File: config.mk
export PLATFORM = sky130hd
export DESIGN_NAME = cs_result_converter
export DESIGN_NICKNAME = d
export VERILOG_FILES = /design/src/rtl/cs_result_converter.sv
export SDC_FILE = /design/constraint.sdc
export NUM_CORES = 1
export LEC_CHECK = 0
export ABC_CLOCK_PERIOD_IN_PS = 9900
export CELL_PAD_IN_SITES_DETAIL_PLACEMENT = 0
export CELL_PAD_IN_SITES_GLOBAL_PLACEMENT = 2
export CORE_MARGIN = 2
export CORE_UTILIZATION = 30
export DETAILED_ROUTE_END_ITERATION = 10
export DONT_BUFFER_PORTS = 1
export HOLD_SLACK_MARGIN = 0.08
export PLACE_DENSITY = 0.58
export SYNTH_ARGS = -nofsm -noshare
export SYNTH_HDL_FRONTEND = slang
export SYNTH_SLANG_ARGS = --single-unit
File: constraint.sdc
create_clock -name clk -period 9.9 [get_ports clk]
set_input_delay 0.99 -clock clk [delete_from_list [all_inputs] [get_ports clk]]
set_output_delay 0.99 -clock clk [all_outputs]
set_load 0.02 [all_outputs]
File: src/rtl/cs_result_converter.sv
// rtl/cs_result_converter.sv - carry-save to binary converter with final Montgomery subtraction
//
// Sits after the last radix-4 PE of the scalable Montgomery multiplier chain.
// The final carry-save result arrives word-serially (LSB word first) as
// aligned (sum, carry) pairs together with the matching modulus word. A
// word-serial carry chain resolves R = sum + carry, a parallel borrow chain
// forms D = R - N, both are buffered, and the reduced K-bit result is then
// streamed out (D when R >= N or R overflowed K bits, else R).
//
// Optional feature macro: CONV_FINAL_SUB_EN
//   defined   : D buffer and subtract chain present; out_sub = "R-N selected".
//   undefined : no D buffer; output is always R and out_sub reports the
//               final carry-out (bit 2^K) of the sum+carry resolution.
//
// Ports:
//   clk        in   rising-edge clock
//   rst        in   synchronous active-high reset
//   in_valid   in   input word pair valid
//   in_ready   out  converter can accept an input word (ACCUM only)
//   in_sum     in   W  carry-save sum word
//   in_carry   in   W  carry-save carry word, same weight as in_sum
//   in_n       in   W  modulus word, same weight
//   out_valid  out  result word valid (DRAIN only)
//   out_ready  in   consumer accepts the result word
//   out_word   out  W  reduced result word, LSB word first
//   out_last   out  high with the final word of the burst
//   out_sub    out  select/overflow flag, held for the whole output burst

module cs_result_converter #(
    parameter  int K  = 1024,
    parameter  int W  = 16,
    localparam int NW = K / W
) (
    input  logic         clk,
    input  logic         rst,
    input  logic         in_valid,
    output logic         in_ready,
    input  logic [W-1:0] in_sum,
    input  logic [W-1:0] in_carry,
    input  logic [W-1:0] in_n,
    output logic         out_valid,
    input  logic         out_ready,
    output logic [W-1:0] out_word,
    output logic         out_last,
    output logic         out_sub
);

    localparam int            CW   = (NW > 1) ? $clog2(NW) : 1;
    localparam logic [CW-1:0] LAST = CW'(NW - 1);

    typedef enum logic [1:0] {
        ST_ACCUM  = 2'd0,
        ST_DECIDE = 2'd1,
        ST_DRAIN  = 2'd2
    } state_t;

    state_t        r_state;
    state_t        w_state_nxt;

    // One counter serves as the write index in ACCUM and the read index in
    // DRAIN; it is always 0 on entry to either phase.
    logic [CW-1:0] r_cnt;
    logic          r_cin;
    logic          r_sub;

    logic          w_in_fire;
    logic          w_out_fire;
    logic          w_cnt_last;
    logic          w_sel;

    // Word-serial carry resolution: {c, r} = sum + carry + cin.
    logic [W:0]    w_add;

    logic [W-1:0]  r_rbuf [NW];

`ifdef CONV_FINAL_SUB_EN
    logic          r_bin;
    // Borrow chain on the freshly resolved word: {b, d} = r - n - bin.
    // Operands are zero-extended, so bit W is set exactly when a borrow occurs.
    logic [W:0]    w_diff;
    logic [W-1:0]  r_dbuf [NW];
`else
    logic          w_unused_n;
`endif

    assign w_cnt_last = (r_cnt == LAST);
    assign w_add      = {1'b0, in_sum} + {1'b0, in_carry} + {{W{1'b0}}, r_cin};

`ifdef CONV_FINAL_SUB_EN
    assign w_diff = {1'b0, w_add[W-1:0]} - {1'b0, in_n} - {{W{1'b0}}, r_bin};
    // R >= 2^K always needs the subtraction; otherwise a final borrow means R < N.
    assign w_sel  = r_cin | ~r_bin;
`else
    assign w_unused_n = ^in_n;
    assign w_sel      = r_cin;
`endif

    // Next-state and handshake outputs.
    always_comb begin
        w_state_nxt = r_state;
        in_ready    = 1'b0;
        out_valid   = 1'b0;
        out_last    = 1'b0;
        out_word    = '0;
        w_in_fire   = 1'b0;
        w_out_fire  = 1'b0;
        case (r_state)
            ST_ACCUM: begin
                in_ready = 1'b1;
                if (in_valid) begin
                    w_in_fire = 1'b1;
                    if (w_cnt_last) begin
                        w_state_nxt = ST_DECIDE;
                    end
                end
            end
            ST_DECIDE: begin
                w_state_nxt = ST_DRAIN;
            end
            ST_DRAIN: begin
                out_valid = 1'b1;
                out_last  = w_cnt_last;
`ifdef CONV_FINAL_SUB_EN
                out_word  = r_sub ? r_dbuf[r_cnt] : r_rbuf[r_cnt];
`else
                out_word  = r_rbuf[r_cnt];
`endif
                if (out_ready) begin
                    w_out_fire = 1'b1;
                    if (w_cnt_last) begin
                        w_state_nxt = ST_ACCUM;
                    end
                end
            end
            default: begin
                w_state_nxt = ST_ACCUM;
            end
        endcase
    end

    assign out_sub = r_sub;

    // Control state: FSM, counter, carry/borrow chain bits and the output flag.
    always_ff @(posedge clk) begin
        if (rst) begin
            r_state <= ST_ACCUM;
            r_cnt   <= '0;
            r_cin   <= 1'b0;
            r_sub   <= 1'b0;
`ifdef CONV_FINAL_SUB_EN
            r_bin   <= 1'b0;
`endif
        end else begin
            r_state <= w_state_nxt;

            if (w_in_fire) begin
                r_cin <= w_add[W];
`ifdef CONV_FINAL_SUB_EN
                r_bin <= w_diff[W];
`endif
                r_cnt <= w_cnt_last ? '0 : r_cnt + CW'(1);
            end

            // Chains are consumed here and cleared so the next operand starts clean.
            if (r_state == ST_DECIDE) begin
                r_sub <= w_sel;
                r_cin <= 1'b0;
`ifdef CONV_FINAL_SUB_EN
                r_bin <= 1'b0;
`endif
            end

            if (w_out_fire) begin
                r_cnt <= w_cnt_last ? '0 : r_cnt + CW'(1);
                if (w_cnt_last) begin
                    r_sub <= 1'b0;
                end
            end
        end
    end

    // Result buffers: written once per accepted input word, contents need no reset.
    always_ff @(posedge clk) begin
        if (w_in_fire) begin
            r_rbuf[r_cnt] <= w_add[W-1:0];
`ifdef CONV_FINAL_SUB_EN
            r_dbuf[r_cnt] <= w_diff[W-1:0];
`endif
        end
    end

endmodule

[Word-level counts from Yosys, hierarchy flattened]
Memories as Yosys holds them, arrays and structs flattened. A register that Yosys moved wholly into a read port is not among the register bits.
Cells that the tools add are included.
Storage, ports and cells
  flip-flop bits (word level): 10
  output and inout bits: 20
  bits in writable memories: 1024
  memories kept: 1
  input port bits: 52
  logic and storage cells: 42
Cells by class
  equal/unequal tests: 7
  add/subtract/negate cells: 3
  muxes and demuxes: 23
  reductions and logical operators: 4
Memories
  r_rbuf: words 64, bits a word 16, read ports 1, clocked after memory_dff 1, wr ports 1, RTL line 74  | logic [W-1:0] r_rbuf [NW];
Operator list (number)
  6-bit 2-to-1 mux: 5
  16-bit by 16-bit adder with 17-bit output: 1
  17-bit by 1-bit adder with 17-bit output: 1
  16-bit 2-to-1 mux: 1
  1-bit 2-to-1 mux: 12
  2-bit 2-to-1 mux: 4
  2-bit inequality test, second input constant: 4
  6-bit by 1-bit adder with 6-bit output, second input constant: 1
  6-bit == test, second input constant: 1
  2-bit case mux with 3 select lines: 1
  4-bit AND reduction: 1
  2-bit by 1-bit == test with 1-bit output, second input constant: 1
  2-bit == test, second input constant: 1
  2-bit logical NOT: 1
  2-bit nonzero test: 1
  2-bit OR reduction: 1

[Logic depth before layout (Yosys ltp)]
Gate-level depths: netlist (run 1).
  word-level depth: 6
  mapped depth: 10
  gate-level depth less buffers: 8

[Worst setup path after synthesis (run 1)]
No wires, ideal clock.
  path kind: input -> register
  start: in in_sum[0]
  end: mem r_rbuf[0][14], data pin
  stages on the path: 7
  data required time: 8.892 ns
  library setup time: 1.008 ns
  buffers on the path: 0
  path slack: 1.954 ns
  arrival time: 6.938 ns
  cell sequence: fa_1 -> fa_1 -> a211oi_1 -> nor2_1 -> o21ai_0 -> o21ai_0 -> o311ai_0
On the way
  word-level cells in the longest chain between the ends: 2
Ends and longest elaborated chain
  start, declared: RTL line 38  | input logic [W-1:0] in_sum,
  16-bit by 16-bit adder with 17-bit output: RTL line 87  | assign w_add = {1'b0, in_sum} + {1'b0, in_carry} + {{W{1'b0}}, r_cin};
  17-bit by 1-bit adder with 17-bit output: RTL line 87
  via w_add[14]: RTL line 72  | logic [W:0] w_add;
  end, declared: RTL line 74
The timed path passes the listed nets, and every way through them passes these cells.

==> flow_metrics.env, run 1 <==
export IMPL_row_count=134
export IMPL_outcome="finished clean"
export IMPL_place_area_mm2=0.0430
export IMPL_yosysSeqAreaShare_pct=76.7
export IMPL_relSlewSlack_pct=9.66
export IMPL_top_usage_layer="met2"
export IMPL_clock_path_buffers=3
export IMPL_drtAntennaViolNets=0
export IMPL_post_dp_hpwl_mm=64.1
export IMPL_ir_worst_vdd_mv=0.152
export IMPL_cts_root_buf="clkbuf_16"
export IMPL_synth_cells=1893
export IMPL_core_mm2=0.134
export IMPL_cts_tree="yes"
export IMPL_fin_skew_ns=0.0199
export IMPL_clk_latency_ns=0.70
export IMPL_fin_tns_setup_ns=0
export IMPL_yosysWarnings=0
export IMPL_vias=19400
export IMPL_combPwrFrac_pct=7.8
export IMPL_grt_usage_pct=15.6
export IMPL_gr_total_overflow=0
export IMPL_leakage_nw=13.9
export IMPL_ys_seq_elements=1040
export IMPL_yosys_area_top_type="edfxtp_1"
export IMPL_gp_congestion=0.796
export IMPL_rsz0062_at_grt="no"
export IMPL_use_met2_pct=25.6
export IMPL_tightest_slew_ns=1.35
export IMPL_fp_dieH_um=372
export IMPL_synth_top_cell_area_share_pct=75.9
export IMPL_power_switching_share_pct=22.6
export IMPL_synth_fa_ha_area_share_pct=0.593
export IMPL_synth_edff_count=1024
export IMPL_setup_violations=0
export IMPL_drt_iter0_drc=1988
export IMPL_crit_top_cell="or3_1"
export IMPL_post_cts_resize_count=0
export IMPL_synth_compound_area_share_pct=3.48
export IMPL_slowest_stage="dfxtp_4"
export IMPL_drc=0
export IMPL_endpoint_kind="primary output"
export IMPL_pre_cts_ws_ns=4.74
export IMPL_cp_slowest_stage_delay_ns=0.96
export IMPL_area_delta_synth_final_pct=14.6
export IMPL_syn_area_mm2=0.0405
export IMPL_cp_start_kind="flip-flop"
export IMPL_start_util_pct=30.3
export IMPL_ys_top_cells_by_area="edfxtp_1, mux4_2, nor2_1, dfxtp_1, o22ai_1"
export IMPL_nets=2064
export IMPL_drt_pre_antenna_iters=5
export IMPL_synth_cell_types=62
export IMPL_crit_chain="buf_4, nand2b_2, o22ai_1, or3_1, a31oi_1, or3_1"
export IMPL_numCtsBuffers=103
export IMPL_drive_gt1_share_pct=26.0
export IMPL_fmax_mhz=171
export IMPL_finalCriticalPeriod_ns=5.86
export IMPL_clkSinkCount=1040
export IMPL_yosys_area_share_simple_pct=2.73
export IMPL_yosys_cell_count_top_type="edfxtp_1"
export IMPL_slew_viol_final=0
export IMPL_cp_max_fo=54
export IMPL_antenna_found_initial=5
export IMPL_grt_pass1_wl_mm=151
export IMPL_path_class="flip-flop to primary output"
export IMPL_synthMuxAreaShare_pct=14.7
export IMPL_seqPwrFrac_pct=51.9
export IMPL_cts_hold_buf=0
export IMPL_maxCapViolCount=0
export IMPL_path_buf_inv=1
export IMPL_clk_pin_slew_worst_paths_ns=0.06
export IMPL_syn_area_per_cell_um2=21.4
export IMPL_routed_wirelength_mm=108
export IMPL_clkPwrFrac_pct=40.3
export IMPL_synth_xor_area_share_pct=0.324
export IMPL_synth_common_cells="edfxtp_1, mux4_2, nor2_1"
export IMPL_io_buffers=0
export IMPL_use_met3_pct=3.33
export IMPL_die_area_mm2=0.138
export IMPL_die_x_um=372
export IMPL_intPower_w=0.00762
export IMPL_grt_pass1_vias=20000
export IMPL_setup_ws_ns=4.04
export IMPL_grt_use_met1_pct=21.1
export IMPL_cellPowerDensity_mw_per_mm2=212
export IMPL_synth_net_count=1963
export IMPL_design_area_mm2=0.0464
export IMPL_power_total_w=0.00984
export IMPL_synth_ff_type="edfxtp_1"
export IMPL_hp_class="primary input to flip-flop"
export IMPL_path_delay_family="simple AND/OR/NAND/NOR gates"
export IMPL_grt_max_degree=109
export IMPL_vias_per_cell=5.04
export IMPL_post_cts_buffers=0
export IMPL_wl_per_cell_um=27.9
export IMPL_hold_viol=0
export IMPL_period_share_pct=59.2
export IMPL_cp_required_ns=8.91
export IMPL_critical_path_arrival_ns=4.87
export IMPL_p_switching_w=0.00223
export IMPL_cts_htree_levels=3
export IMPL_io_pin_count=72
export IMPL_ys_async_sr_fraction_pct=0
export IMPL_synth_top_family_by_area="multiplexers"
[power groups by stage]
| stage | clock network, W | registers (W) | logic [W] |
|---|---|---|---|
| global placement | 0 | 0.00520 | 0.000763 |
| CTS | 0.00406 | 0.00511 | 0.000792 |
| global route | 0.00423 | 0.00511 | 0.000830 |
| detailed placement | 0 | 0.00520 | 0.000791 |
| floorplan | 0 | 0.00521 | 0.000481 |
| finish | 0.00397 | 0.00511 | 0.000764 |
[registers in the layout (all words and copies together) (netlist names), named ones only]
register  cells
r_state       2
r_cnt         6
r_rbuf     1024
out_sub       1
r_cin         1
[final cells by class]
cell class	instances	area (um^2)
inverters	3	11.3
repair buffers	93	711
flip-flops and latches	1040	31100
fillers	12500	87300
clock buffers	126	2690
clock inverters	64	723
diodes	1	2.50
well taps	1768	2210
multi-input cells	753	9020
[per-stage QoR]
stage          hold slack (ns)  std cells  utilization, %
2_1_floorplan            0.539       1893               -
3_3_place_gp             0.564       3657            32.2
3_5_place_dp             0.562       3657            32.2
4_1_cts                  0.318       3847            34.7
5_1_grt                  0.330       3847            34.7
6_report                 0.373       3848            34.7
[logic make-up after synthesis]
kind of cell | after synthesis
DFF | 1040
muxes | 281
and+or+nand+nor | 238
AOI/OAI and AO/OA | 201
buffers and inverters | 100
adders and majority gates | 18
xor gates and xnor gates | 15
[cells in the final DEF, fill, tap and decap left out, drive strengths merged, types with 20 or more instances in the layout]
| cell type | n |
|---|---|
| nand2 | 30 |
| o21ai | 21 |
| buf | 93 |
| nor2 | 113 |
| nor3 | 22 |
| edfxtp | 1024 |
| a21oi | 33 |
| mux2i | 24 |
| clkbuf | 126 |
| o22ai | 43 |
| mux4 | 250 |
| clkinv | 39 |
| a22oi | 20 |
[path summary, 6_finish.rpt]
kind / cells past startpoint / to / slack, ns / start
min: 1 / r_state[1] / 0.37 / rst
max reg2reg: 8 / r_rbuf[28][14] / 5.95 / r_cin
max: 6 / out_word[8] / 4.04 / flip-flop
min reg2reg: 2 / flip-flop / 0.58 / r_cnt[1]
[metal layers]
metal	wire length (um)	part of all wire, %
met5	0	0
met4	2150	2.0
met1	46900	44
met2	52400	49
met3	6090	5.7
Note: power is estimated with default switching activity, not from simulation.
==> inputs of run 2 (changes only) <==
--- a/config.mk
+++ b/config.mk
@@ -5,7 +5,7 @@
 export SDC_FILE = /design/constraint.sdc
 export NUM_CORES = 1
 export LEC_CHECK = 0
-export ABC_CLOCK_PERIOD_IN_PS = 9900
+export ABC_CLOCK_PERIOD_IN_PS = 5500
 export CELL_PAD_IN_SITES_DETAIL_PLACEMENT = 0
 export CELL_PAD_IN_SITES_GLOBAL_PLACEMENT = 2
 export CORE_MARGIN = 2
==> constraint.sdc (replaced) <==
create_clock -name clk -period 5.5 [get_ports clk]
set_input_delay 0.55 -clock clk [delete_from_list [all_inputs] [get_ports clk]]
set_output_delay 0.55 -clock clk [all_outputs]
set_load 0.02 [all_outputs]
==> run 2 against run 1 <==
Effect of this change:
- combinational power up 85%
- critical path type unchanged
- design area is 0.40% higher
- setup slack got worse by 3.2 ns
- critical endpoint is now out_word[10]
- via count grew 1.3%
- first-iteration DRC count fell by 13%
- flip-flop and latch count unchanged
- highest routed layer unchanged
- sequential power is 80% higher
- cell count grew 0.75%
- global-route usage up 0.26 points
- routed wire length up 1.5%
==> flow_metrics.env, run 2 (same netlist as run 1, synthesis figures left out) <==
export IMPL_outcome="finished clean"
export IMPL_slew_viol_final=0
export IMPL_wl_per_cell_um=28.2
export IMPL_critical_path_arrival_ns=4.11
export IMPL_drtAntennaViolNets=0
export IMPL_maxCapViolCount=0
export IMPL_cp_start_kind="flip-flop"
export IMPL_regArea_mm2=0.0311
export IMPL_path_class="flip-flop to primary output"
export IMPL_cp_max_fo=31
export IMPL_pre_cts_ws_ns=1.24
export IMPL_routed_wirelength_mm=109
export IMPL_setup_violations=0
export IMPL_fillCellCount=12500
export IMPL_post_cts_buffers=0
export IMPL_core_mm2=0.134
export IMPL_hp_class="primary input to flip-flop"
export IMPL_drt_iter0_drc=1733
export IMPL_combPwrFrac_pct=8.0
export IMPL_clkPwrFrac_pct=39.4
export IMPL_path_buf_inv=1
export IMPL_finalCriticalPeriod_ns=4.66
export IMPL_numCtsBuffers=104
export IMPL_post_dp_hpwl_mm=65.5
export IMPL_io_buffers=0
export IMPL_fin_skew_ns=0.0388
export IMPL_cellPowerDensity_mw_per_mm2=375
export IMPL_multi_input_area_mm2=0.00905
export IMPL_clock_path_buffers=3
export IMPL_reg_top3="r_rbuf: 1024 flops, r_cnt: 6 flops, r_state: 2 flops"
export IMPL_io_pin_count=72
export IMPL_grt_pass1_vias=20300
export IMPL_antenna_found_initial=4
export IMPL_seqPwrFrac_pct=52.5
export IMPL_power_switching_share_pct=22.5
export IMPL_final_cell_mix="edfxtp_1, mux4_2, buf_4"
export IMPL_grt_pass1_wl_mm=154
export IMPL_cts_tree="yes"
export IMPL_tightest_slew_ns=1.20
export IMPL_post_cts_resize_count=0
export IMPL_final_common_cell="edfxtp_1"
export IMPL_regMostFlops="r_rbuf"
export IMPL_start_util_pct=30.3
export IMPL_drive_gt1_share_pct=26.4
export IMPL_clk_pin_slew_worst_paths_ns=0.07
export IMPL_nets=2090
export IMPL_fp_dieH_um=372
export IMPL_relSlewSlack_pct=19.3
export IMPL_clkSinkCount=1040
export IMPL_largest_reg_flops=1024
export IMPL_clk_latency_ns=0.70
export IMPL_path_delay_family="compound AO/OA/AOI/OAI gates"
export IMPL_slowest_stage="dfxtp_4"
export IMPL_gp_congestion=0.818
export IMPL_area_delta_synth_final_pct=15.1
export IMPL_rsz0062_at_grt="no"
export IMPL_die_x_um=372
export IMPL_row_count=134
export IMPL_hold_viol=0
export IMPL_crit_chain="buf_4, mux4_2, a22oi_1, a21oi_1, a21oi_1, o21ai_1"
export IMPL_grt_usage_pct=15.8
export IMPL_vias=19600
export IMPL_fin_tns_setup_ns=0
export IMPL_leakage_nw=14.0
export IMPL_crit_top_cell="a21oi_1"
export IMPL_drt_pre_antenna_iters=5
export IMPL_fmax_mhz=214
export IMPL_timing_hold_ws_ns=0.124
export IMPL_intPower_w=0.0136
export IMPL_gr_total_overflow=0
export IMPL_vias_per_cell=5.06
export IMPL_cp_slowest_stage_delay_ns=0.87
export IMPL_grt_max_degree=66
export IMPL_cts_root_buf="clkbuf_16"
export IMPL_p_switching_w=0.00393
export IMPL_cp_required_ns=4.95
export IMPL_endpoint_kind="primary output"
export IMPL_cts_hold_buf=2
export IMPL_ir_worst_vdd_mv=0.222
export IMPL_cts_htree_levels=3
export IMPL_die_area_mm2=0.138
export IMPL_setup_ws_ns=0.836
export IMPL_period_share_pct=84.8
export IMPL_drc=0
run 2: changes by cell type in the layout (fill, tap and decap cells not counted), moves of 4 or more:
cell	change
bufinv_16	-5
buf_12	+7
diode_2	+6
clkbuf_1	+5
clkinvlp_4	-4
buf_4	+16
run 2: final timing paths:
kind / from / end / slack [ns] / cells after the start
worst max-delay path: flip-flop / out_word[10] / 0.84 / 6
worst max register to register: r_cin / r_rbuf[9][14] / 1.49 / 9
worst min register to register: r_cnt[2] / r_state[0] / 0.60 / 2
worst min-delay path: in_valid / r_state[0] / 0.12 / 2
run 2: area by class of cell:
class / instances / share of cell area [%]
Antenna cell: 7 / 0.0376
Timing Repair Buffer: 118 / 2.12
Clock inverter: 53 / 1.05
Tap cell: 1768 / 4.74
Inverter: 3 / 0.0241
Clock buffer: 135 / 5.96
Multi-Input combinational cell: 753 / 19.4
Sequential cell: 1040 / 66.7
run 2: power groups by stage:
stage	sequential, W	clock, W	combinational (W)
after CTS	0.00919	0.00706	0.00146
final	0.00919	0.00690	0.00141
after detailed placement	0.00936	0	0.00145
after global placement	0.00935	0	0.00140
after global routing	0.00919	0.00734	0.00153
after floorplan	0.00937	0	0.000868
run 2: routing by layer:
layer | part of all wire, % | GRT usage (%) | wire length, um | vias up
met5 | 0 | 0 | 0 | -
met3 | 5.8 | 3.22 | 6340 | 127
met2 | 50 | 26.5 | 54200 | 495
met1 | 43 | 21.1 | 46500 | 10700
li1 | - | - | - | 8268
met4 | 2.0 | 3.78 | 2150 | 0
run 2: worst register-to-register path: stages, from the launching register on:
cell and delay, ns:
dfxtp_1 0.39, fa_2 0.40, fa_2 0.42, a211oi_1 0.23, nor2_1 0.13, o21ai_0 0.48, o21ai_0 0.26, buf_4 0.23
o311ai_4 0.85, buf_4 0.42
run 2: per-stage QoR:
stage / cells / power, W / utilization (%) / cell area [um^2]
2_1_floorplan: 1893 / 0.0102 / - / 40500
3_3_place_gp: 3680 / 0.0108 / 32.4 / 43300
3_5_place_dp: 3680 / 0.0108 / 32.4 / 43300
4_1_cts: 3870 / 0.0177 / 34.8 / 46600
5_1_grt: 3870 / 0.0181 / 34.8 / 46600
6_report: 3877 / 0.0175 / 34.9 / 46600
==> inputs of run 3 (changes only) <==
--- a/config.mk
+++ b/config.mk
@@ -5,7 +5,7 @@
 export SDC_FILE = /design/constraint.sdc
 export NUM_CORES = 1
 export LEC_CHECK = 0
-export ABC_CLOCK_PERIOD_IN_PS = 5500
+export ABC_CLOCK_PERIOD_IN_PS = 4710
 export CELL_PAD_IN_SITES_DETAIL_PLACEMENT = 0
 export CELL_PAD_IN_SITES_GLOBAL_PLACEMENT = 2
 export CORE_MARGIN = 2
==> constraint.sdc (replaced) <==
create_clock -name clk -period 4.71 [get_ports clk]
set_input_delay 0.471 -clock clk [delete_from_list [all_inputs] [get_ports clk]]
set_output_delay 0.471 -clock clk [all_outputs]
set_load 0.02 [all_outputs]
==> run 3 against run 2 <==
Effect of this change:
- flip-flop and latch count unchanged
- cell count is 1.0% higher
- highest routed layer is now met5
- largest cell class unchanged
- utilization up 0.32 points
- combinational power grew 20%
- sequential power up 16%
==> flow_metrics.env, run 3 (same netlist as run 1, synthesis figures left out) <==
export IMPL_outcome="finished clean"
export IMPL_fmax_mhz=227
export IMPL_drtAntennaViolNets=0
export IMPL_start_util_pct=30.3
export IMPL_vias=20000
export IMPL_setup_violations=0
export IMPL_reg_top3="r_rbuf: 1024 flops, r_cnt: 6 flops, r_state: 2 flops"
export IMPL_period_share_pct=93.7
export IMPL_final_common_cell="edfxtp_1"
export IMPL_die_area_mm2=0.138
export IMPL_vias_per_cell=5.11
export IMPL_regMostFlops="r_rbuf"
export IMPL_cts_root_buf="clkbuf_16"
export IMPL_gp_congestion=0.784
export IMPL_fillCellCount=12400
export IMPL_grt_pass1_vias=20600
export IMPL_fin_tns_setup_ns=0
export IMPL_grt_max_degree=74
export IMPL_cp_required_ns=4.24
export IMPL_slowest_stage="dfxtp_4"
export IMPL_grt_usage_pct=16.1
export IMPL_drc=0
export IMPL_cp_slowest_stage_delay_ns=0.67
export IMPL_hold_viol=0
export IMPL_clk_latency_ns=0.68
export IMPL_row_count=134
export IMPL_post_dp_hpwl_mm=67.2
export IMPL_slew_viol_final=0
export IMPL_largest_reg_flops=1024
export IMPL_io_buffers=0
export IMPL_nets=2125
export IMPL_clkSinkCount=1040
export IMPL_maxCapViolCount=0
export IMPL_hp_class="primary input to flip-flop"
export IMPL_cts_htree_levels=3
export IMPL_io_pin_count=72
export IMPL_path_class="flip-flop to primary output"
export IMPL_gr_total_overflow=0
export IMPL_final_cell_mix="edfxtp_1, mux4_2, buf_4"
export IMPL_fp_dieH_um=372
export IMPL_routed_wirelength_mm=112
export IMPL_grt_pass1_wl_mm=156
export IMPL_rsz0062_at_grt="no"
export IMPL_drt_iter0_drc=1865
export IMPL_leakage_nw=14.3
export IMPL_final_util_pct=35.2
export IMPL_cellPowerDensity_mw_per_mm2=440
export IMPL_dp_cells=3707
export IMPL_drive_gt1_share_pct=27.9
export IMPL_crit_chain="buf_12, buf_4, mux4_2, o221ai_1, a221oi_1, or3_1"
export IMPL_post_cts_resize_count=0
export IMPL_clk_pin_slew_worst_paths_ns=0.06
export IMPL_numCtsBuffers=111
export IMPL_clock_path_buffers=3
export IMPL_antenna_found_initial=6
export IMPL_wl_per_cell_um=28.5
export IMPL_drt_pre_antenna_iters=5
export IMPL_relSlewSlack_pct=27.4
export IMPL_ir_worst_vdd_mv=0.287
export IMPL_core_mm2=0.134
export IMPL_fin_cells=3917
export IMPL_tightest_slew_ns=1.09
export IMPL_cp_max_fo=24
export IMPL_critical_path_arrival_ns=3.94
export IMPL_fin_skew_ns=0.0205
export IMPL_die_x_um=372
export IMPL_path_delay_family="compound AO/OA/AOI/OAI gates"
export IMPL_cts_tree="yes"
export IMPL_path_buf_inv=2
export IMPL_cts_hold_buf=3
export IMPL_cp_start_kind="flip-flop"
export IMPL_area_delta_synth_final_pct=16.1
export IMPL_endpoint_kind="primary output"
export IMPL_finalCriticalPeriod_ns=4.41
export IMPL_post_cts_buffers=0
[run 3: layout make-up]
cell class,instances,area [um^2],area share (%)
Antenna cell,5,12.5,0.0266
Clock buffer,143,3000,6.38
Clock inverter,59,453,0.962
Inverter,3,11.3,0.0239
Multi-Input combinational cell,753,9050,19.2
Sequential cell,1040,31100,66.0
Tap cell,1768,2210,4.70
Timing Repair Buffer,146,1240,2.64
[run 3: through the flow]
step / hold slack (ns) / total power (W) / setup slack (ns) / cell area [um^2]
2_1_floorplan: 0.539 / 0.0120 / 0.219 / 40500
6_report: 0.181 / 0.0207 / 0.297 / 47100
4_1_cts: 0.139 / 0.0209 / 0.305 / 47000
5_1_grt: 0.147 / 0.0214 / 0.0494 / 47000
3_3_place_gp: 0.548 / 0.0126 / 1.01 / 43600
3_5_place_dp: 0.550 / 0.0126 / 0.928 / 43600
[run 3: report_power, final]
group          total (W)  switching [W]  internal [W]
sequential        0.0107      0.0000276        0.0107
combinational    0.00169        0.00114      0.000545
clock            0.00830        0.00351       0.00479
total             0.0207        0.00469        0.0160
[run 3: worst paths after layout]
path,slack (ns),end,cells past startpoint,startpoint
worst max register to register,1.14,r_rbuf[28][13],7,r_cin
worst max-delay path,0.30,out_word[4],6,flip-flop
worst min-delay path,0.18,r_rbuf[35][1],1,in_carry[1]
worst min register to register,0.61,flip-flop,2,r_cnt[1]
[run 3: layer usage]
| layer | track usage (%) | share of wire, % | vias to the layer above |
|---|---|---|---|
| met2 | 25.3 | 47 | 639 |
| met4 | 4.23 | 2.4 | 2 |
| li1 | - | - | 8344 |
| met5 | 0 | 0.011 | - |
| met1 | 22.2 | 43 | 10900 |
| met3 | 4.16 | 7.8 | 127 |
